===== src/rtl/ppu_vram_arbiter.sv =====
// ppu_vram_arbiter
// ----------------------------------------------------------------------------
// Arbitrates the synchronous VRAM port between the CPU-side PPU register path
// and the background/sprite renderer.
//   * CPU writes are posted into a small FIFO. They are accepted at any time
//     and acknowledged one cycle after acceptance.
//   * Queued writes drain in order, one per cycle, while the bus is owned by
//     the CPU side (vblank).
//   * CPU reads wait until the bus is CPU-owned and the FIFO is empty. A read
//     therefore always observes every earlier posted write.
//
// Ports
//   clk, reset          system clock, asynchronous active-low reset
//   show_bg, vc         rendering enable and current scanline (ownership source)
//   cpu_req/we/addr/wdata, cpu_ack, cpu_rdata
//                       CPU request/acknowledge handshake
//   render_addr, render_rdata
//                       renderer fetch address and returned data
//   mem_addr/we/wdata, mem_rdata
//                       VRAM port (read data has one cycle of latency)
//   vblank              registered bus-ownership flag (1 = CPU side owns bus)
//   fifo_level          posted-write FIFO occupancy
// ----------------------------------------------------------------------------
module ppu_vram_arbiter #(
    parameter int unsigned ADDR_W      = 16,
    parameter int unsigned DATA_W      = 8,
    parameter int unsigned WFIFO_DEPTH = 4,
    parameter int unsigned LINE_W      = 10,
    parameter int unsigned VBLANK_LINE = 281,
    localparam int unsigned PTR_W      = $clog2(WFIFO_DEPTH),
    localparam int unsigned LVL_W      = PTR_W + 1
) (
    input  logic              clk,
    input  logic              reset,
    input  logic              show_bg,
    input  logic [LINE_W-1:0] vc,
    input  logic              cpu_req,
    input  logic              cpu_we,
    input  logic [ADDR_W-1:0] cpu_addr,
    input  logic [DATA_W-1:0] cpu_wdata,
    output logic              cpu_ack,
    output logic [DATA_W-1:0] cpu_rdata,
    input  logic [ADDR_W-1:0] render_addr,
    output logic [DATA_W-1:0] render_rdata,
    output logic [ADDR_W-1:0] mem_addr,
    output logic              mem_we,
    output logic [DATA_W-1:0] mem_wdata,
    input  logic [DATA_W-1:0] mem_rdata,
    output logic              vblank,
    output logic [LVL_W-1:0]  fifo_level
);

    typedef enum logic [1:0] {
        ST_IDLE    = 2'd0,
        ST_RD_ADDR = 2'd1,
        ST_RD_DATA = 2'd2
    } state_t;

    state_t            state_r;
    state_t            state_nxt_s;
    logic              vblank_r;
    logic              vblank_nxt_s;
    logic              cpu_ack_r;
    logic [DATA_W-1:0] rdata_r;

    logic [ADDR_W-1:0] fifo_addr_r [WFIFO_DEPTH];
    logic [DATA_W-1:0] fifo_data_r [WFIFO_DEPTH];
    logic [PTR_W-1:0]  wr_ptr_r;
    logic [PTR_W-1:0]  rd_ptr_r;
    logic [LVL_W-1:0]  level_r;

    logic              fifo_empty_s;
    logic              fifo_full_s;
    logic              pop_s;
    logic              push_s;
    logic              rd_issue_s;

    assign fifo_empty_s = (level_r == {LVL_W{1'b0}});
    assign fifo_full_s  = (level_r == LVL_W'(WFIFO_DEPTH));

    // The head entry is written to VRAM in every CPU-owned cycle that has one.
    assign pop_s = vblank_r & ~fifo_empty_s;

    // A full FIFO still accepts a write in a cycle that pops, because the
    // popped slot is the one the new entry lands in.
    assign push_s = cpu_req & cpu_we & ~cpu_ack_r & (state_r == ST_IDLE)
                  & (~fifo_full_s | pop_s);

    // Reads issue only when nothing is queued, so they see all posted writes.
    assign rd_issue_s = cpu_req & ~cpu_we & ~cpu_ack_r & (state_r == ST_IDLE)
                      & vblank_r & fifo_empty_s;

    assign vblank_nxt_s = ~show_bg | (vc >= LINE_W'(VBLANK_LINE));

    // Bus ownership flag, one cycle behind show_bg/vc.
    always_ff @(posedge clk or negedge reset) begin
        if (!reset) begin
            vblank_r <= 1'b1;
        end else begin
            vblank_r <= vblank_nxt_s;
        end
    end

    // Read FSM next-state logic.
    always_comb begin
        state_nxt_s = state_r;
        case (state_r)
            ST_IDLE: begin
                if (rd_issue_s) begin
                    state_nxt_s = ST_RD_ADDR;
                end else begin
                    state_nxt_s = ST_IDLE;
                end
            end
            ST_RD_ADDR: state_nxt_s = ST_RD_DATA;
            ST_RD_DATA: state_nxt_s = ST_IDLE;
            default:    state_nxt_s = ST_IDLE;
        endcase
    end

    // Read FSM state register.
    always_ff @(posedge clk or negedge reset) begin
        if (!reset) begin
            state_r <= ST_IDLE;
        end else begin
            state_r <= state_nxt_s;
        end
    end

    // Acknowledge pulse: one cycle after a write is accepted, or in RD_DATA.
    always_ff @(posedge clk or negedge reset) begin
        if (!reset) begin
            cpu_ack_r <= 1'b0;
        end else begin
            cpu_ack_r <= push_s | (state_r == ST_RD_ADDR);
        end
    end

    // Holds the last read result after the acknowledge cycle has passed.
    always_ff @(posedge clk or negedge reset) begin
        if (!reset) begin
            rdata_r <= {DATA_W{1'b0}};
        end else if (state_r == ST_RD_DATA) begin
            rdata_r <= mem_rdata;
        end
    end

    // FIFO pointers and occupancy.
    always_ff @(posedge clk or negedge reset) begin
        if (!reset) begin
            wr_ptr_r <= {PTR_W{1'b0}};
            rd_ptr_r <= {PTR_W{1'b0}};
            level_r  <= {LVL_W{1'b0}};
        end else begin
            if (push_s) begin
                wr_ptr_r <= wr_ptr_r + PTR_W'(1);
            end
            if (pop_s) begin
                rd_ptr_r <= rd_ptr_r + PTR_W'(1);
            end
            case ({push_s, pop_s})
                2'b10:   level_r <= level_r + LVL_W'(1);
                2'b01:   level_r <= level_r - LVL_W'(1);
                default: level_r <= level_r;
            endcase
        end
    end

    // FIFO storage; the entries are cleared so no stale data survives a reset.
    always_ff @(posedge clk or negedge reset) begin
        if (!reset) begin
            for (int i = 0; i < int'(WFIFO_DEPTH); i++) begin
                fifo_addr_r[i] <= {ADDR_W{1'b0}};
                fifo_data_r[i] <= {DATA_W{1'b0}};
            end
        end else if (push_s) begin
            fifo_addr_r[wr_ptr_r] <= cpu_addr;
            fifo_data_r[wr_ptr_r] <= cpu_wdata;
        end
    end

    // VRAM address/write mux. RD_ADDR keeps the CPU address even if
    // ownership drops in that cycle, so the issued read still completes.
    always_comb begin
        mem_addr = cpu_addr;
        mem_we   = 1'b0;
        if (state_r == ST_RD_ADDR) begin
            mem_addr = cpu_addr;
        end else if (!vblank_r) begin
            mem_addr = render_addr;
        end else if (!fifo_empty_s) begin
            mem_addr = fifo_addr_r[rd_ptr_r];
            mem_we   = 1'b1;
        end else begin
            mem_addr = cpu_addr;
        end
    end

    assign mem_wdata    = fifo_data_r[rd_ptr_r];
    assign render_rdata = mem_rdata;
    assign vblank       = vblank_r;
    assign fifo_level   = level_r;
    assign cpu_ack      = cpu_ack_r;
    // Read data appears in the acknowledge cycle itself, then is held.
    assign cpu_rdata    = (state_r == ST_RD_DATA) ? mem_rdata : rdata_r;

endmodule

===== config.mk =====
export PLATFORM = sky130hd
export DESIGN_NAME = ppu_vram_arbiter
export DESIGN_NICKNAME = d
export VERILOG_FILES = /design/src/rtl/ppu_vram_arbiter.sv
export SDC_FILE = /design/constraint.sdc
export NUM_CORES = 1
export LEC_CHECK = 0
export ABC_CLOCK_PERIOD_IN_PS = 5850
export CAP_MARGIN = 10
export CORE_MARGIN = 5
export CORE_UTILIZATION = 55
export CTS_CLUSTER_DIAMETER = 50
export DETAILED_ROUTE_END_ITERATION = 7
export PLACE_DENSITY = 0.88
export SLEW_MARGIN = 10
export SYNTH_ARGS = -nofsm -noshare
export SYNTH_HDL_FRONTEND = slang
export SYNTH_SLANG_ARGS = --single-unit
export TNS_END_PERCENT = 20

===== constraint.sdc =====
create_clock -name clk -period 5.85 [get_ports clk]
set_input_delay 1.17 -clock clk [delete_from_list [all_inputs] [get_ports clk]]
set_output_delay 1.17 -clock clk [all_outputs]
set_load 0.005 [all_outputs]

==> flow_summary.json <==
{
  "slowest_stage": "dfrtp_2",
  "syn2layout_area_growth_pct": 31.4,
  "synth_xor_area_share_pct": 0.961,
  "viasPerCell": 5.69,
  "hold_viol_final": 0,
  "arrival_ns": 2.98,
  "synth_cell_types": 35,
  "muxShareOfSynthArea_pct": 31.8,
  "start_kind": "register",
  "grt_max_degree": 62,
  "worst_pin_slew_ns": 0.899,
  "cts_buffers": 17,
  "synth_area_mm2": 0.00547,
  "syn_inst": 352,
  "wl_um": 12200,
  "ant_nets": 0,
  "fp-row-count": 36,
  "setup_viol": 0,
  "hold_class": "reg -> reg",
  "grt_pass1_wl_um": 20000,
  "clock_latency_ns": 0.50,
  "ios": 109,
  "yosysSeqAreaShare_pct": 52.6,
  "yosys-top-cells-area": "dfrtp_1 52%, mux2_2 20%, mux4_2 9.9%",
  "clock_skew_ns": 0.00998,
  "ys.warnings.count": 0,
  "clockBufferDepth": 2,
  "tns_ns": 0,
  "worst-endpoint-required_ns": 4.68,
  "async_flop_share_pct": 100,
  "period_needed_ns": 4.15,
  "irDropWorstVdd_mv": 0.306,
  "maxCapViolCount": 0,
  "crit_path_cell_trace": "mux4_2, and3_1, a221o_1, clkdlybuf4s50_1",
  "synth_top_family_by_area": "multiplexers",
  "antenna_found_initial": 0,
  "fill_cells": 617,
  "num_vias": 3425,
  "syn-num-nets": 421,
  "gp_congestion": 0.708,
  "drive_gt1_share_pct": 36.2,
  "max_stage_delay_ns": 0.95,
  "cts_setup_buffers": 0,
  "netlist.area_leader.share_pct": 52.2,
  "p_leak_nw": 3.03,
  "max_freq_mhz": 241,
  "cts_tree": "yes",
  "synth-seq-cells": 115,
  "cts_hold_repair.buffers": 0,
  "critPathTopFamily": "flip-flops",
  "port_buffers": 108,
  "drc_errors": 0,
  "crit_type": "reg -> out",
  "nets": 525,
  "synth_fa_ha_area_share_pct": 1.51,
  "synth_edf_count": 0,
  "synth_ff_type": "dfrtp_1",
  "status": "finished, final reports clean",
  "synthSimpleGateAreaFrac_pct": 5.12,
  "drv_slew": 0,
  "cts_max_level": 4,
  "synth_compound_gate_area_share_pct": 3.52,
  "first_iter_violations": 126,
  "ctsResizeCount": 0,
  "grt_usage_pct": 22.2,
  "crit_fanout": 26,
  "start_util_pct": 56.2,
  "cts_root_buffer": "clkbuf_8",
  "dp.final_hpwl_um": 7990,
  "cp.buffers_inverters": 1,
  "avgRoutedWirePerCell_um": 20.3,
  "yosys.area.top_type": "dfrtp_1",
  "fp.dieW_um": 110,
  "whs_ns": 0.483,
  "cp-end-kind": "output port",
  "fp.dieH_um": 110,
  "avgSynthCellArea_um2": 15.5,
  "core_mm2": 0.00973,
  "powerDensity_mw_per_mm2": 580,
  "fin_crit_sh_pct": 70.9,
  "first_pass_iters": 4,
  "die_area_mm2": 0.0120,
  "antenna_cells": 0,
  "maxSlewHeadroom_pct": 40.1,
  "clock_sinks": 115,
  "grt-ovfl-total": 0,
  "grt_pass1_vias": 3817,
  "rsz0062_at_grt": "false",
  "clk_pin_slew_worst_paths_ns": 0.05
}
[worst reg2reg max path: cells and delay by family, from the launching register on]
kind,cells,cell delay [ns]
AND/OR/NAND/NOR,3,1.11
adder cells (fa/ha/maj),2,0.58
flip-flops,1,0.46
XOR/XNOR,2,0.30
buffers and inverters,1,0.06
[power breakdown]
part           switching, mW  internal, mW  leakage, nW
Clock                  0.345         0.737        0.298
Combinational          0.524          1.11         1.34
Sequential             0.267          1.19         1.39
Total                   1.14          3.03         3.03
[Yosys cell counts (2+ instances only)]
cell type / n
xnor2_1: 3
nor3_4: 4
inv_1: 7
buf_4: 8
nor2_1: 2
ha_1: 5
and3_1: 16
xor2_1: 3
a221o_1: 16
dfrtp_1: 114
buf_2: 4
mux4_2: 24
nand2_1: 6
buf_6: 9
mux2_2: 99
clkbuf_1: 9
mux2_1: 5
[stage by stage]
step	std cells	utilization (%)	setup WS, ns	area (µm²)	power, mW
after global routing	602	73.8	1.49	7180	4.42
final	602	73.8	1.70	7180	4.17
after detailed placement	570	67.4	2.14	6560	3.11
after CTS	602	73.8	1.60	7180	4.22
after floorplan	352	-	2.74	5470	2.42
after global placement	570	67.4	2.19	6560	3.02
[area by class of cell]
cell class | instances | area (µm²) | area share, %
Sequential cell | 115 | 2880 | 40.1
Multi-Input combinational cell | 199 | 2340 | 32.6
Timing Repair Buffer | 116 | 1140 | 15.8
Clock buffer | 24 | 480 | 6.69
Tap cell | 133 | 166 | 2.32
Clock inverter | 8 | 148 | 2.06
Inverter | 7 | 26.3 | 0.366
[placed cells by master, fill, tap and decap left out, types with 4 or more instances in the layout]
cell             instances
a221o_1                 16
and3_1                  16
buf_4                    9
bufinv_16                4
clkbuf_16               16
clkbuf_8                 5
clkdlybuf4s50_1        107
dfrtp_1                113
ha_1                     5
inv_1                    7
mux2_1                   5
mux2_2                  99
mux4_2                  24
nand2_1                  6
nor3_4                   4
[final timing paths]
| path | slack (ns) | to | depth (start not counted) | start |
|---|---|---|---|---|
| setup reg to reg | 3.26 | fifo_level[2] | 8 | fifo_level[0] |
| hold / removal | 0.48 | fifo_addr_r[9] | 1 | fifo_addr_r[9] |
| max in group asynchronous | 3.91 | rd_ptr_r[0] | 2 | reset |
| setup / recovery | 1.70 | mem_addr[14] | 4 | rd_ptr_r[0] |
| hold reg to reg | 0.48 | fifo_addr_r[9] | 1 | fifo_addr_r[9] |
| min in group asynchronous | 0.74 | fifo_addr_r[27] | 1 | reset |
[sequential cells by signal, indices dropped and copies added, names as in the netlist, 2 cells and up]
signal,flops
fifo_data_r,32
fifo_addr_r,64
wr_ptr_r,2
fifo_level,3
rd_ptr_r,2
state_r,2
rdata_r,8
[cell families after synthesis]
logic type	Yosys count
mux	130
flops	115
buf+inv	38
simple gates	37
compound gates	20
xor+xnor	6
fa+ha+maj	6
[layer usage]
| layer | share of wire, % | GRT usage (%) |
|---|---|---|
| met1 | 41 | 28.7 |
| met2 | 52 | 37.3 |
| met3 | 5.8 | 5.23 |
| met4 | 0.90 | 7.03 |
| met5 | 0 | 0 |
No activity file was read; power rests on OpenSTA's default activity.
